## src/rtl/grid_reader.sv

```systemverilog
// Purpose : walks a ROWS x COLS board row-major and emits one beat per cell on a valid/ready stream.
// Latency : first beat one cycle after start is sampled in IDLE; one beat per cycle while out_ready stays high.
// Backpres: out_valid && !out_ready stalls the walk and holds the beat payload unchanged.
//
// Ports:
//   clk        - sole clock, rising edge
//   reset      - asynchronous, active-low reset
//   board      - flattened board, cell (r,c) = board[r*COLS+c]
//   start      - request one full-board scan (only honoured in IDLE)
//   busy       - high while a scan is in progress
//   out_valid  - cell beat valid
//   out_ready  - downstream accepts the beat
//   out_cell   - alive bit of the current cell
//   out_row    - row index of the beat
//   out_col    - column index of the beat
//   out_last   - beat is cell (ROWS-1, COLS-1)
//   done       - one-cycle pulse after the last beat transfers
//
// Optional feature: define GRID_READER_SNAPSHOT_EN to capture the board when a
// scan starts and serve every beat from that copy. Without it, out_cell reads
// the live board at the current (row,col).

module grid_reader #(
    parameter int ROWS = 8,
    parameter int COLS = 8,
    localparam int RW = (ROWS > 1) ? $clog2(ROWS) : 1,
    localparam int CW = (COLS > 1) ? $clog2(COLS) : 1
) (
    input  logic                 clk,
    input  logic                 reset,
    input  logic [ROWS*COLS-1:0] board,
    input  logic                 start,
    output logic                 busy,
    output logic                 out_valid,
    input  logic                 out_ready,
    output logic                 out_cell,
    output logic [RW-1:0]        out_row,
    output logic [CW-1:0]        out_col,
    output logic                 out_last,
    output logic                 done
);

    localparam int N  = ROWS * COLS;
    localparam int IW = (N > 1) ? $clog2(N) : 1;

    localparam logic [RW-1:0] ROW_MAX = RW'(ROWS - 1);
    localparam logic [CW-1:0] COL_MAX = CW'(COLS - 1);

    typedef enum logic [1:0] {
        IDLE = 2'd0,
        SCAN = 2'd1,
        DONE = 2'd2
    } state_t;

    state_t          state, state_nxt;
    logic [RW-1:0]   row, row_nxt;
    logic [CW-1:0]   col, col_nxt;
    logic [IW-1:0]   idx;
    logic [N-1:0]    cell_src;
    logic            at_last;

    // Linear cell index of the current position; always in range because
    // row < ROWS and col < COLS are maintained by the walk.
    assign idx     = IW'(int'(row) * COLS + int'(col));
    assign at_last = (row == ROW_MAX) && (col == COL_MAX);

`ifdef GRID_READER_SNAPSHOT_EN
    logic [N-1:0] snap;

    // Captured on the same edge that leaves IDLE, so the whole scan sees one
    // consistent board regardless of later changes on the input.
    always_ff @(posedge clk or negedge reset) begin
        if (!reset) begin
            snap <= '0;
        end else if (state == IDLE && start) begin
            snap <= board;
        end
    end

    assign cell_src = snap;
`else
    assign cell_src = board;
`endif

    always_ff @(posedge clk or negedge reset) begin
        if (!reset) begin
            state <= IDLE;
            row   <= '0;
            col   <= '0;
        end else begin
            state <= state_nxt;
            row   <= row_nxt;
            col   <= col_nxt;
        end
    end

    // All outputs are decoded from the registered state, so reset clears them
    // immediately and they are zero outside SCAN without extra gating.
    always_comb begin
        state_nxt = state;
        row_nxt   = row;
        col_nxt   = col;
        busy      = 1'b0;
        out_valid = 1'b0;
        out_cell  = 1'b0;
        out_row   = '0;
        out_col   = '0;
        out_last  = 1'b0;
        done      = 1'b0;

        case (state)
            IDLE: begin
                if (start) begin
                    state_nxt = SCAN;
                    row_nxt   = '0;
                    col_nxt   = '0;
                end
            end

            SCAN: begin
                busy      = 1'b1;
                out_valid = 1'b1;
                out_cell  = cell_src[idx];
                out_row   = row;
                out_col   = col;
                out_last  = at_last;
                // start is deliberately not looked at here: no restart, no queuing.
                if (out_ready) begin
                    if (at_last) begin
                        state_nxt = DONE;
                    end else if (col == COL_MAX) begin
                        col_nxt = '0;
                        row_nxt = row + RW'(1);
                    end else begin
                        col_nxt = col + CW'(1);
                    end
                end
            end

            DONE: begin
                done      = 1'b1;
                state_nxt = IDLE;
            end

            default: begin
                state_nxt = IDLE;
            end
        endcase
    end

endmodule

```

## config.mk

```make
export PLATFORM = sky130hd
export DESIGN_NAME = grid_reader
export DESIGN_NICKNAME = d
export VERILOG_FILES = /design/src/rtl/grid_reader.sv
export SDC_FILE = /design/constraint.sdc
export NUM_CORES = 1
export LEC_CHECK = 0
export ABC_CLOCK_PERIOD_IN_PS = 1900
export CELL_PAD_IN_SITES_DETAIL_PLACEMENT = 0
export CELL_PAD_IN_SITES_GLOBAL_PLACEMENT = 1
export CORE_MARGIN = 3
export CORE_UTILIZATION = 22
export DETAILED_ROUTE_END_ITERATION = 12
export GPL_TIMING_DRIVEN = 1
export PLACE_DENSITY_LB_ADDON = 0.1
export SLEW_MARGIN = 0
export SYNTH_ARGS = -nofsm -noshare
export SYNTH_HDL_FRONTEND = slang
export SYNTH_SLANG_ARGS = --single-unit
```

## constraint.sdc

```tcl
create_clock -name clk -period 1.9 [get_ports clk]
set_input_delay 0.38 -clock clk [delete_from_list [all_inputs] [get_ports clk]]
set_output_delay 0.38 -clock clk [all_outputs]
set_load 0.1 [all_outputs]
```

==> results by group, run 1 <==
Outcome
  • Status: complete, but fails checks
  • Failing checks: negative setup slack

Synth
  • Ys Warns: 0
  • Summed instance area of the synthesized netlist: 1060 sq um
  • Register bit count reported by yosys: 8
  • Synth Instances: 86
  • Most numerous cell in the Yosys netlist: mux4_2
  • Fraction of the yosys area taken by sequential cells: 18.9%
  • Post-Synthesis Net Count: 158
  • Fraction of synthesis flops using an asynchronous set or reset pin: 100%
  • Top cells by area, synth: mux4_1 (20%), mux4_2 (19%), dfrtp_1 (19%)
  • Avg Synthesized Cell Area: 12.3 sq um
  • Number of library cell types mapped by synthesis: 31
  • Area fraction of the dominant cell type after synthesis: 19.9%
  • Leading area contributor after synthesis: mux4_1
  • Leading cell types by count after synthesis: mux4_2 (9), dfrtp_1 (8), mux4_1 (8)
  • Top_reg_cell synth: dfrtp_1
  • Count of flip-flops with a built-in enable after synthesis: 0

Clock network
  • Hold buffer count at cts: 0
  • H-tree level count: 1
  • Clk slew on worst S/H paths: 0.04 ns
  • Clock sink total: 8
  • CTS root buf: clkbuf_8
  • Clk buf depth: 2
  • Clock network latency to the later pin of the worst-skew pair: 0.23 ns
  • TritonCTS clock tree: yes
  • Inserted Clock Buffers: 3

Setup path
  • R2R Setup Slk: 0.03 ns
  • Cell Chain, Critical Path: buf_12 > mux4_1 > mux2i_1 > mux4_2 > o2bb2ai_4 > buf_12
  • Worst R2R End: col[1]$_DFFE_PN0P_
  • Max Fanout on Critical Path: 13
  • Category of cells accounting for the largest share of critical-path delay: multiplexers
  • Beginning of the critical path: col[0]$_DFFE_PN0P_
  • Total number of cells along the worst setup path: 6
  • Crit path buffers/inverters: 2
  • Setup crit end kind: primary output
  • Depth of the worst register-to-register path: 8
  • Required @ worst endpoint: 1.52 ns
  • Crit path kind: flop to primary output
  • Crit-path max cell delay: 0.50 ns
  • Cell seen most often among critical-path stages: buf_12
  • Critical Path Slowest Stage Cell: mux4_2
  • Nature of the critical path startpoint: flop
  • Worst Path Arrival: 2.03 ns
  • Worst r2r src: col[0]$_DFFE_PN0P_

GRT
  • Maximum number of pins on one net before global-route repair: 15
  • Global route total overflow: 0
  • Met2 global-route usage: 25.4%
  • Busiest grt layer: met2
  • Total routing usage reported by global routing: 12.7%
  • Vias in the first global route: 1,212
  • Met3 layer usage reported by global route: 2.37%
  • Met1 global-route usage: 13.5%
  • Antenna violations before repair: 0
  • Wire length of the first global-routing pass: 5.47 mm

Detailed routing
  • Number of design-rule violations left by the first detailed-router iteration: 17
  • Via-per-instance ratio: 4.95
  • Total number of vias: 1,148
  • Drt wl/cell: 16.1 microns
  • Drt pass-1 iters: 4
  • Number of routed nets with antenna violations: 0
  • Total DRC errors in the routed layout: 0
  • WL final: 3.74 mm

Placed design
  • Final HPWL from detailed placement: 3.24 mm
  • Final weighted congestion of routability-driven global placement: 0.710
  • Area after detailed placement: 2140 sq um
  • Dpl cells: 225
  • Port-buffer cells: 78

STA
  • Final number of max-transition violations: 0
  • Number of setup violations in the final report: 2
  • Min Clock Period, post-route: 2.41 ns
  • Count of endpoints failing hold in the final timing report: 0
  • Worst Hold Margin: 0.458 ns
  • Worst max-slew margin expressed relative to the limit: 71.9%
  • Post-route clock period utilization: 127%
  • Final critical-path setup slack: -0.511 ns
  • Sum of negative setup slack: -0.718 ns
  • RSZ-0062 raised after global routing: true
  • Worst Skew: 0.00258 ns
  • Fmax: 0.415 GHz
  • Actual slew at the worst max-slew pin: 0.420 ns

Layout
  • Antenna Diode Count: 0
  • Area growth from synthesis to layout: 116%
  • Area taken by multi-input logic gates: 891 sq um
  • Cell area after layout: 2280 sq um
  • Layout cells sized above 1: 38.9%
  • Number of non-filler instances in the completed layout: 232
  • Number of inserted filler cells in the final layout: 415
  • Share of the core filled with cells in the final layout: 50.7%
  • Total Nets Final: 254
  • Register area: 205 sq um

Die
  • Number of core rows: 24
  • Die span in x: 75.3 microns
  • Die area: 5670 sq um
  • Total I/O pin count: 79
  • Initial core utilization: 23.5%
  • Area of the core region: 4500 sq um
  • Vertical die dimension: 75.3 microns

Run
  • Number of max-capacitance violations reported: 0

Min path
  • Path type of the worst min-delay path: input port to async pin

Power and ir drop
  • Peak supply drop: 862 uV
  • Leakage component of the power: 0.921 nW
  • Ratio of total power to cell area: 1480 nW/um^2
-- placed cells by master (no fill, tap or decap), drive strengths merged --
cell and n:
clkinvlp 1, and3 1, ha 4, dfrtp 8, a31oi 1, buf 32
o2bb2ai 1, nand4 1, a22o 5, nor2 2, mux4 17, clkdlybuf4s50 67
nand3 3, and2 6, o21bai 1, a22oi 2, nand2 4, a41oi 1
nor3b 1, nand2b 2, nor2b 4, and3b 1, nand3b 1, inv 1
a21oi 2, mux2 3, clkbuf 3, mux2i 5
-- sequential cells by signal, indices dropped and copies added, names as in the netlist --
signal / count
col: 3
row: 3
state: 2
-- stage by stage --
stage,worst slack [ns],total power [mW]
after floorplan,-0.381,2.17
after global placement,-0.467,3.10
after detailed placement,-0.494,3.13
after CTS,-0.539,3.39
after global routing,-0.581,3.58
final,-0.511,3.38
-- kinds of logic after synthesis --
group,after synthesis,synth area share [%]
and+or+nand+nor,26,14.1
muxes,25,47.0
AOI/OAI and AO/OA,13,9.47
buffers and inverters,10,5.80
DFF,8,18.9
adders and majority gates,4,4.73
-- worst reg2reg max path, cell delays in order (launching register included) --
cell	delay (ns)
dfrtp_1	0.40
buf_12	0.16
buf_4	0.16
ha_4	0.16
ha_4	0.17
nand2_2	0.07
nand3_2	0.09
a21oi_4	0.23
mux2_4	0.32
-- layout make-up --
type	count	area share, %
Timing Repair Buffer	99	46.8
Multi-Input combinational cell	68	39.0
Sequential cell	8	8.99
Tap cell	52	2.85
Clock buffer	3	1.81
Inverter	2	0.493
-- how the worst max path moves through the flow --
stage                to  slack [ns]
2_1_floorplan  out_cell       -0.38
6_report       out_cell       -0.51
3_5_place_dp   out_cell       -0.49
4_1_cts        out_cell       -0.54
5_1_grt        out_cell       -0.58
3_3_place_gp   out_cell       -0.47
-- timing repair --
action                                  4_1_cts  5_1_grt
gates cloned                                  0        0
setup buffers                                 3        1
pin swaps                                     1        1
resized for setup                             9       11
endpoints found under the setup margin        7        7
-- layer usage --
metal	wire [microns]	vias to the layer above
met5	0	-
met4	27	0
met3	225	2
met2	2180	41
met1	1300	560
li1	-	545
-- power by group --
| group | internal (mW) | switching (mW) | total, mW |
|---|---|---|---|
| clock network | 0.137 | 0.0663 | 0.204 |
| registers | 0.244 | 0.103 | 0.347 |
| logic | 1.46 | 1.37 | 2.83 |
| total | 1.84 | 1.54 | 3.38 |
Power figures use the tool's default switching activity.
==> run 2: changes to the inputs <==
--- a/config.mk
+++ b/config.mk
@@ -5,9 +5,9 @@
 export SDC_FILE = /design/constraint.sdc
 export NUM_CORES = 1
 export LEC_CHECK = 0
-export ABC_CLOCK_PERIOD_IN_PS = 1900
 export CELL_PAD_IN_SITES_DETAIL_PLACEMENT = 0
 export CELL_PAD_IN_SITES_GLOBAL_PLACEMENT = 1
+export CORE_ASPECT_RATIO = 0.5
 export CORE_MARGIN = 3
 export CORE_UTILIZATION = 22
 export DETAILED_ROUTE_END_ITERATION = 12
==> results by group, run 2 (synthesis results as in run 1) <==
Min path
  • Path type of the worst min-delay path: input port to async pin (unchanged)

STA
  • Count of endpoints failing hold in the final timing report: 0 (unchanged)
  • Final number of max-transition violations: 0 (unchanged)
  • Final critical-path setup slack: -0.589 ns (was -0.511 ns)
  • Actual slew at the worst max-slew pin: 0.392 ns (was 0.420 ns)
  • Fmax: 0.402 GHz (was 0.415 GHz)
  • Post-route clock period utilization: 131% (was 127%)
  • Number of setup violations in the final report: 6 (was 2)
  • Min Clock Period, post-route: 2.49 ns (was 2.41 ns)
  • Worst Skew: 0.00193 ns (was 0.00258 ns)
  • Worst max-slew margin expressed relative to the limit: 73.8% (was 71.9%)
  • RSZ-0062 raised after global routing: true (unchanged)

Detailed routing
  • Total number of vias: 1,129 (was 1,148)
  • Drt pass-1 iters: 4 (unchanged)
  • Number of routed nets with antenna violations: 0 (unchanged)
  • Number of design-rule violations left by the first detailed-router iteration: 18 (was 17)
  • Total DRC errors in the routed layout: 0 (unchanged)
  • Drt wl/cell: 15.1 microns (was 16.1 microns)
  • WL final: 3.74 mm (unchanged)
  • Via-per-instance ratio: 4.57 (was 4.95)

Clock network
  • Clock sink total: 8 (unchanged)
  • Clk slew on worst S/H paths: 0.04 ns (about the same)
  • Clk buf depth: 2 (unchanged)
  • TritonCTS clock tree: yes (unchanged)
  • CTS root buf: clkbuf_8 (unchanged)
  • Hold buffer count at cts: 0 (unchanged)
  • Inserted Clock Buffers: 3 (unchanged)
  • H-tree level count: 1 (unchanged)
  • Clock network latency to the later pin of the worst-skew pair: 0.23 ns (about the same)

Layout
  • Share of the core filled with cells in the final layout: 51.4% (was 50.7%)
  • Commonest non-fill, non-tap cell in the layout: clkdlybuf4s50_1 (unchanged)
  • Number of inserted filler cells in the final layout: 418 (was 415)
  • Area growth from synthesis to layout: 119% (was 116%)
  • Antenna Diode Count: 0 (unchanged)
  • Largest registers in the final layout: col: 3 flops, row: 3 flops, state: 2 flops (unchanged)
  • Total Nets Final: 255 (was 254)
  • Most used cells in the layout excluding fill and tap cells: clkdlybuf4s50_1 (67), buf_4 (16), mux4_2 (14) (was clkdlybuf4s50_1 (67), buf_4 (18), buf_12 (12))
  • Layout cells sized above 1: 38.7% (was 38.9%)

Power and ir drop
  • Post-layout power: 3.57 mW (was 3.38 mW)
  • Peak supply drop: 717 uV (was 862 uV)
  • Leakage component of the power: 0.929 nW (was 0.921 nW)
  • Ratio of total power to cell area: 1540 nW/um^2 (was 1480 nW/um^2)

Setup path
  • Crit-path max cell delay: 0.50 ns (about the same)
  • Critical Path Slowest Stage Cell: mux4_2 (unchanged)
  • Depth of the worst register-to-register path: 9 (was 8)
  • Category of cells accounting for the largest share of critical-path delay: multiplexers (unchanged)
  • Max Fanout on Critical Path: 6 (was 13)
  • Worst R2R End: col[0]$_DFFE_PN0P_ (was col[1]$_DFFE_PN0P_)
  • Crit path buffers/inverters: 2 (unchanged)
  • Setup crit end kind: primary output (unchanged)
  • Crit path kind: flop to primary output (unchanged)
  • Nature of the critical path startpoint: flop (unchanged)
  • Worst Path Arrival: 2.11 ns (was 2.03 ns)
  • Worst r2r src: col[0]$_DFFE_PN0P_ (unchanged)
  • Cell Chain, Critical Path: buf_12 > mux4_2 > mux2i_1 > mux4_2 > o2bb2ai_4 > buf_12 (was buf_12 > mux4_1 > mux2i_1 > mux4_2 > o2bb2ai_4 > buf_12)
  • R2R Setup Slk: -0.08 ns (was 0.03 ns)
  • Required @ worst endpoint: 1.52 ns (about the same)

GRT
  • Wire length of the first global-routing pass: 5.58 mm (was 5.47 mm)
  • Total routing usage reported by global routing: 12.4% (was 12.7%)
  • Antenna violations before repair: 0 (unchanged)
  • Vias in the first global route: 1,174 (was 1,212)
  • Maximum number of pins on one net before global-route repair: 13 (was 15)
  • Global route total overflow: 0 (unchanged)

Placed design
  • Final weighted congestion of routability-driven global placement: 0.785 (was 0.710)
  • Final HPWL from detailed placement: 3.07 mm (was 3.24 mm)
  • Post-placement worst setup slack: -0.514 ns (was -0.494 ns)
  • Port-buffer cells: 78 (unchanged)

Die
  • Number of core rows: 17 (was 24)
  • Area of the core region: 4510 sq um (was 4500 sq um)
  • Die span in x: 104 microns (was 75.3 microns)
  • Total I/O pin count: 79 (unchanged)
  • Initial core utilization: 23.4% (was 23.5%)
  • Die area: 5720 sq um (was 5670 sq um)
  • Vertical die dimension: 55.0 microns (was 75.3 microns)

Outcome
  • Failing checks: negative setup slack (unchanged)
  • Status: complete, but fails checks (unchanged)

Run
  • Number of max-capacitance violations reported: 0 (unchanged)
run 2: area by class of cell:
type	count	area (sq um)	share of cell area, %
well taps	66	82.6	3.56
repair buffers	100	1110	47.9
flip-flops and latches	8	201	8.69
multi-input cells	68	871	37.6
inverters	2	11.3	0.486
clock buffers	3	41.3	1.78
run 2: worst max-delay path by stage:
| stage | slack [ns] | cells after the start | to | start |
|---|---|---|---|---|
| global route | -0.68 | 6 | out_cell | col[0]$_DFFE_PN0P_ |
| CTS | -0.59 | 6 | out_cell | col[0]$_DFFE_PN0P_ |
| global placement | -0.49 | 6 | out_cell | board[35] |
| detailed placement | -0.51 | 6 | out_cell | board[35] |
| floorplan | -0.38 | 5 | out_cell | col[0]$_DFFE_PN0P_ |
| finish | -0.59 | 6 | out_cell | col[0]$_DFFE_PN0P_ |
run 2: worst reg2reg max path: stages (launching register included):
cell and delay (ns):
dfrtp_2 0.46, buf_6 0.16, buf_6 0.11, buf_6 0.11, ha_4 0.15, ha_4 0.17, nand2_2 0.07, nand3_2 0.10
a21oi_4 0.21, mux2_4 0.32
run 2: what timing repair did:
item                       4_1_cts  5_1_grt
setup endpoints to repair        8        9
gates cloned                     0        1
pin swaps                        1        2
resized for setup                4       16
setup buffers                    1        4
run 2: report_power, final:
part | internal, mW | switching [mW] | leakage (nW)
Sequential | 0.237 | 0.118 | 0.0949
Combinational | 1.57 | 1.43 | 0.812
Clock | 0.138 | 0.0718 | 0.0216
run 2: layer usage:
layer | GRT usage, % | vias to the layer above | share of wire, % | routed length [microns]
met2 | 20.2 | 45 | 44 | 1650
met1 | 17.1 | 541 | 47 | 1770
met4 | 2.65 | 0 | 0 | 0
met5 | 0 | - | 0 | 0
met3 | 2.90 | 0 | 8.6 | 322
li1 | - | 543 | - | -
run 2: through the flow:
stage	TNS (ns)	area [sq um]	instances	hold slack, ns
3_5_place_dp	-1.17	2160	238	0.586
3_3_place_gp	-1.17	2160	238	0.594
4_1_cts	-1.04	2210	242	0.458
5_1_grt	-1.61	2320	247	0.477
2_1_floorplan	-0.381	1100	86	0.0844
6_report	-1.02	2320	247	0.443
==> run 3: changes to the inputs <==
--- a/config.mk
+++ b/config.mk
@@ -5,11 +5,12 @@
 export SDC_FILE = /design/constraint.sdc
 export NUM_CORES = 1
 export LEC_CHECK = 0
+export ABC_AREA = 1
 export CELL_PAD_IN_SITES_DETAIL_PLACEMENT = 0
 export CELL_PAD_IN_SITES_GLOBAL_PLACEMENT = 1
 export CORE_ASPECT_RATIO = 0.5
 export CORE_MARGIN = 3
-export CORE_UTILIZATION = 22
+export CORE_UTILIZATION = 19
 export DETAILED_ROUTE_END_ITERATION = 12
 export GPL_TIMING_DRIVEN = 1
 export PLACE_DENSITY_LB_ADDON = 0.1
@@ -17,3 +18,4 @@
 export SYNTH_ARGS = -nofsm -noshare
 export SYNTH_HDL_FRONTEND = slang
 export SYNTH_SLANG_ARGS = --single-unit
+export TNS_END_PERCENT = 30
==> results by group, run 3 <==
Outcome
  • Status: complete, but fails checks (unchanged)
  • Failing checks: negative setup slack (unchanged)

Layout
  • Share of the core filled with cells in the final layout: 49.2% (was 51.4%)
  • Area growth from synthesis to layout: 133% (was 119%)
  • Antenna Diode Count: 0 (unchanged)
  • Layout cells sized above 1: 32.1% (was 38.7%)
  • Number of non-filler instances in the completed layout: 363 (was 247)
  • Commonest non-fill, non-tap cell in the layout: clkdlybuf4s50_1 (unchanged)
  • Cell area after layout: 2590 sq um (was 2320 sq um)
  • Largest registers in the final layout: col: 3 flops, row: 3 flops, state: 2 flops (unchanged)
  • Number of inserted filler cells in the final layout: 557 (was 418)
  • Total Nets Final: 367 (was 255)
  • Most used cells in the layout excluding fill and tap cells: clkdlybuf4s50_1 (67), nand2_1 (63), nand3_1 (39) (was clkdlybuf4s50_1 (67), buf_4 (16), mux4_2 (14))

Detailed routing
  • Total number of vias: 1,661 (was 1,129)
  • Drt pass-1 iters: 4 (unchanged)
  • Via-per-instance ratio: 4.58 (was 4.57)
  • Number of routed nets with antenna violations: 0 (unchanged)
  • WL final: 5.12 mm (was 3.74 mm)
  • Number of design-rule violations left by the first detailed-router iteration: 53 (was 18)
  • Drt wl/cell: 14.1 microns (was 15.1 microns)
  • Total DRC errors in the routed layout: 0 (unchanged)

GRT
  • Wire length of the first global-routing pass: 7.99 mm (was 5.58 mm)
  • Global route total overflow: 0 (unchanged)
  • Maximum number of pins on one net before global-route repair: 18 (was 13)
  • Vias in the first global route: 1,628 (was 1,174)
  • Antenna violations before repair: 0 (unchanged)
  • Total routing usage reported by global routing: 14.8% (was 12.4%)

Setup path
  • Max Fanout on Critical Path: 8 (was 6)
  • R2R Setup Slk: 0.11 ns (was -0.08 ns)
  • Setup crit end kind: primary output (unchanged)
  • Required @ worst endpoint: 1.52 ns (about the same)
  • Worst Path Arrival: 1.81 ns (was 2.11 ns)
  • Nature of the critical path startpoint: flop (unchanged)
  • Crit path kind: flop to primary output (unchanged)

Clock network
  • CTS root buf: clkbuf_16 (was clkbuf_8)
  • Clock sink total: 8 (unchanged)
  • Clk buf depth: 2 (unchanged)
  • H-tree level count: 1 (unchanged)
  • Inserted Clock Buffers: 3 (unchanged)
  • Hold buffer count at cts: 0 (unchanged)
  • TritonCTS clock tree: yes (unchanged)
  • Clk slew on worst S/H paths: 0.04 ns (about the same)
  • Clock network latency to the later pin of the worst-skew pair: 0.23 ns (about the same)

Die
  • Die area: 6850 sq um (was 5720 sq um)
  • Area of the core region: 5270 sq um (was 4510 sq um)
  • Die span in x: 114 microns (was 104 microns)
  • Total I/O pin count: 79 (unchanged)
  • Number of core rows: 18 (was 17)
  • Vertical die dimension: 60.0 microns (was 55.0 microns)
  • Initial core utilization: 21.1% (was 23.4%)

STA
  • RSZ-0062 raised after global routing: true (unchanged)
  • Final number of max-transition violations: 0 (unchanged)
  • Worst Skew: 0.00123 ns (was 0.00193 ns)
  • Number of setup violations in the final report: 2 (was 6)
  • Count of endpoints failing hold in the final timing report: 0 (unchanged)
  • Actual slew at the worst max-slew pin: 0.409 ns (was 0.392 ns)
  • Worst max-slew margin expressed relative to the limit: 72.6% (was 73.8%)
  • Min Clock Period, post-route: 2.19 ns (was 2.49 ns)
  • Fmax: 0.456 GHz (was 0.402 GHz)
  • Post-route clock period utilization: 115% (was 131%)
  • Final critical-path setup slack: -0.293 ns (was -0.589 ns)

Placed design
  • Dpl cells: 355 (was 238)
  • Port-buffer cells: 78 (unchanged)
  • Final weighted congestion of routability-driven global placement: 0.825 (was 0.785)
  • Post-placement worst setup slack: -0.284 ns (was -0.514 ns)
  • Area after detailed placement: 2220 sq um (was 2160 sq um)
  • Final HPWL from detailed placement: 3.71 mm (was 3.07 mm)

Synth
  • Fraction of the yosys area taken by sequential cells: 18.0% (was 18.9%)
  • Post-Synthesis Net Count: 276 (was 158)
  • Top cells by area, synth: nand2_1 (27%), nand3_1 (27%), dfrtp_1 (18%) (was mux4_1 (20%), mux4_2 (19%), dfrtp_1 (19%))
  • Top_reg_cell synth: dfrtp_1 (unchanged)
  • Leading cell types by count after synthesis: nand2_1 (81), nand3_1 (59), nor2_1 (9) (was mux4_2 (9), dfrtp_1 (8), mux4_1 (8))
  • Area fraction of the dominant cell type after synthesis: 27.4% (was 19.9%)
  • Summed instance area of the synthesized netlist: 1110 sq um (was 1060 sq um)
  • Avg Synthesized Cell Area: 5.44 sq um (was 12.3 sq um)
  • Synth Instances: 204 (was 86)
  • Fraction of synthesis flops using an asynchronous set or reset pin: 100% (unchanged)
  • Number of library cell types mapped by synthesis: 23 (was 31)
  • Most numerous cell in the Yosys netlist: nand2_1 (was mux4_2)
  • Leading area contributor after synthesis: nand2_1 (was mux4_1)
  • Ys Warns: 0 (unchanged)
  • Count of flip-flops with a built-in enable after synthesis: 0 (unchanged)
  • Register bit count reported by yosys: 8 (unchanged)

Min path
  • Path type of the worst min-delay path: input port to async pin (unchanged)

Power and ir drop
  • Peak supply drop: 1570 uV (was 717 uV)
  • Leakage component of the power: 1.13 nW (was 0.929 nW)
  • Ratio of total power to cell area: 1650 nW/um^2 (was 1540 nW/um^2)

Run
  • Number of max-capacitance violations reported: 0 (unchanged)
## run 3: repair_timing
item,4_1_cts,5_1_grt
buffers inserted,2,0
gates resized for setup,28,33
endpoints found under the setup margin,2,8
pin swaps,13,20
gates cloned,4,0
## run 3: worst max-delay path, stage by stage, from the launching register on
cell and delay [ns]:
dfrtp_2 0.41, buf_6 0.16, buf_16 0.13, nand2_2 0.04, nand3_1 0.08, nand3_2 0.08, nand2_2 0.09, nand2_2 0.05
nand3_2 0.07, nand3_2 0.09, a21oi_4 0.17, buf_12 0.18
## run 3: cell families (layout without fill, tap and decap cells)
| group | count (synthesis) | in the layout | synth area share [%] |
|---|---|---|---|
| adder cells (fa/ha/maj) | 4 | 4 | 4.51 |
| AND/OR/NAND/NOR | 155 | 155 | 61.1 |
| buffers and inverters | 25 | 114 | 9.81 |
| AO/OA/AOI/OAI | 12 | 12 | 6.54 |
| flip-flops | 8 | 8 | 18.0 |
## run 3: metrics by stage
| stage | setup TNS, ns | hold WS (ns) | total power, mW |
|---|---|---|---|
| after global routing | -0.564 | 0.465 | 4.56 |
| after global placement | -0.296 | 0.622 | 3.30 |
| after CTS | -0.469 | 0.444 | 4.16 |
| final | -0.378 | 0.438 | 4.27 |
| after floorplan | -4.21 | 0.0844 | 2.20 |
| after detailed placement | -0.284 | 0.633 | 3.31 |
## run 3: layout make-up
cell class	instances	area [sq um]	share of cell area [%]
timing repair buffer	98	1150	44.3
clock buffer	3	75.1	2.90
multi-input combinational	171	1010	39.1
inverter	13	63.8	2.46
tap	70	87.6	3.38
sequential	8	203	7.82
## run 3: final timing paths
path                       depth (start not counted)               start                   end
setup / recovery                                  11  col[0]$_DFFE_PN0P_              out_cell
hold / removal                                     1               reset  state[0]$_DFFE_PN0P_
setup reg to reg                                   8  col[0]$_DFFE_PN0P_    col[2]$_DFFE_PN0P_
hold reg to reg                                    3  col[2]$_DFFE_PN0P_    col[2]$_DFFE_PN0P_
max in group asynchronous                          1               reset    col[0]$_DFFE_PN0P_
min in group clk                                   3  col[2]$_DFFE_PN0P_    col[2]$_DFFE_PN0P_
## run 3: layer usage
| metal | track usage, % | part of all wire (%) |
|---|---|---|
| met5 | 0 | 0 |
| met1 | 20.7 | 49 |
| met4 | 2.03 | 0.25 |
| met2 | 24.5 | 45 |
| met3 | 2.63 | 6.3 |
## run 3: report_power, final
part / internal (mW) / leakage (nW) / switching (mW) / total (mW)
logic: 1.51 / 0.998 / 2.07 / 3.58
registers: 0.241 / 0.0932 / 0.0954 / 0.336
clock network: 0.271 / 0.0370 / 0.0841 / 0.356
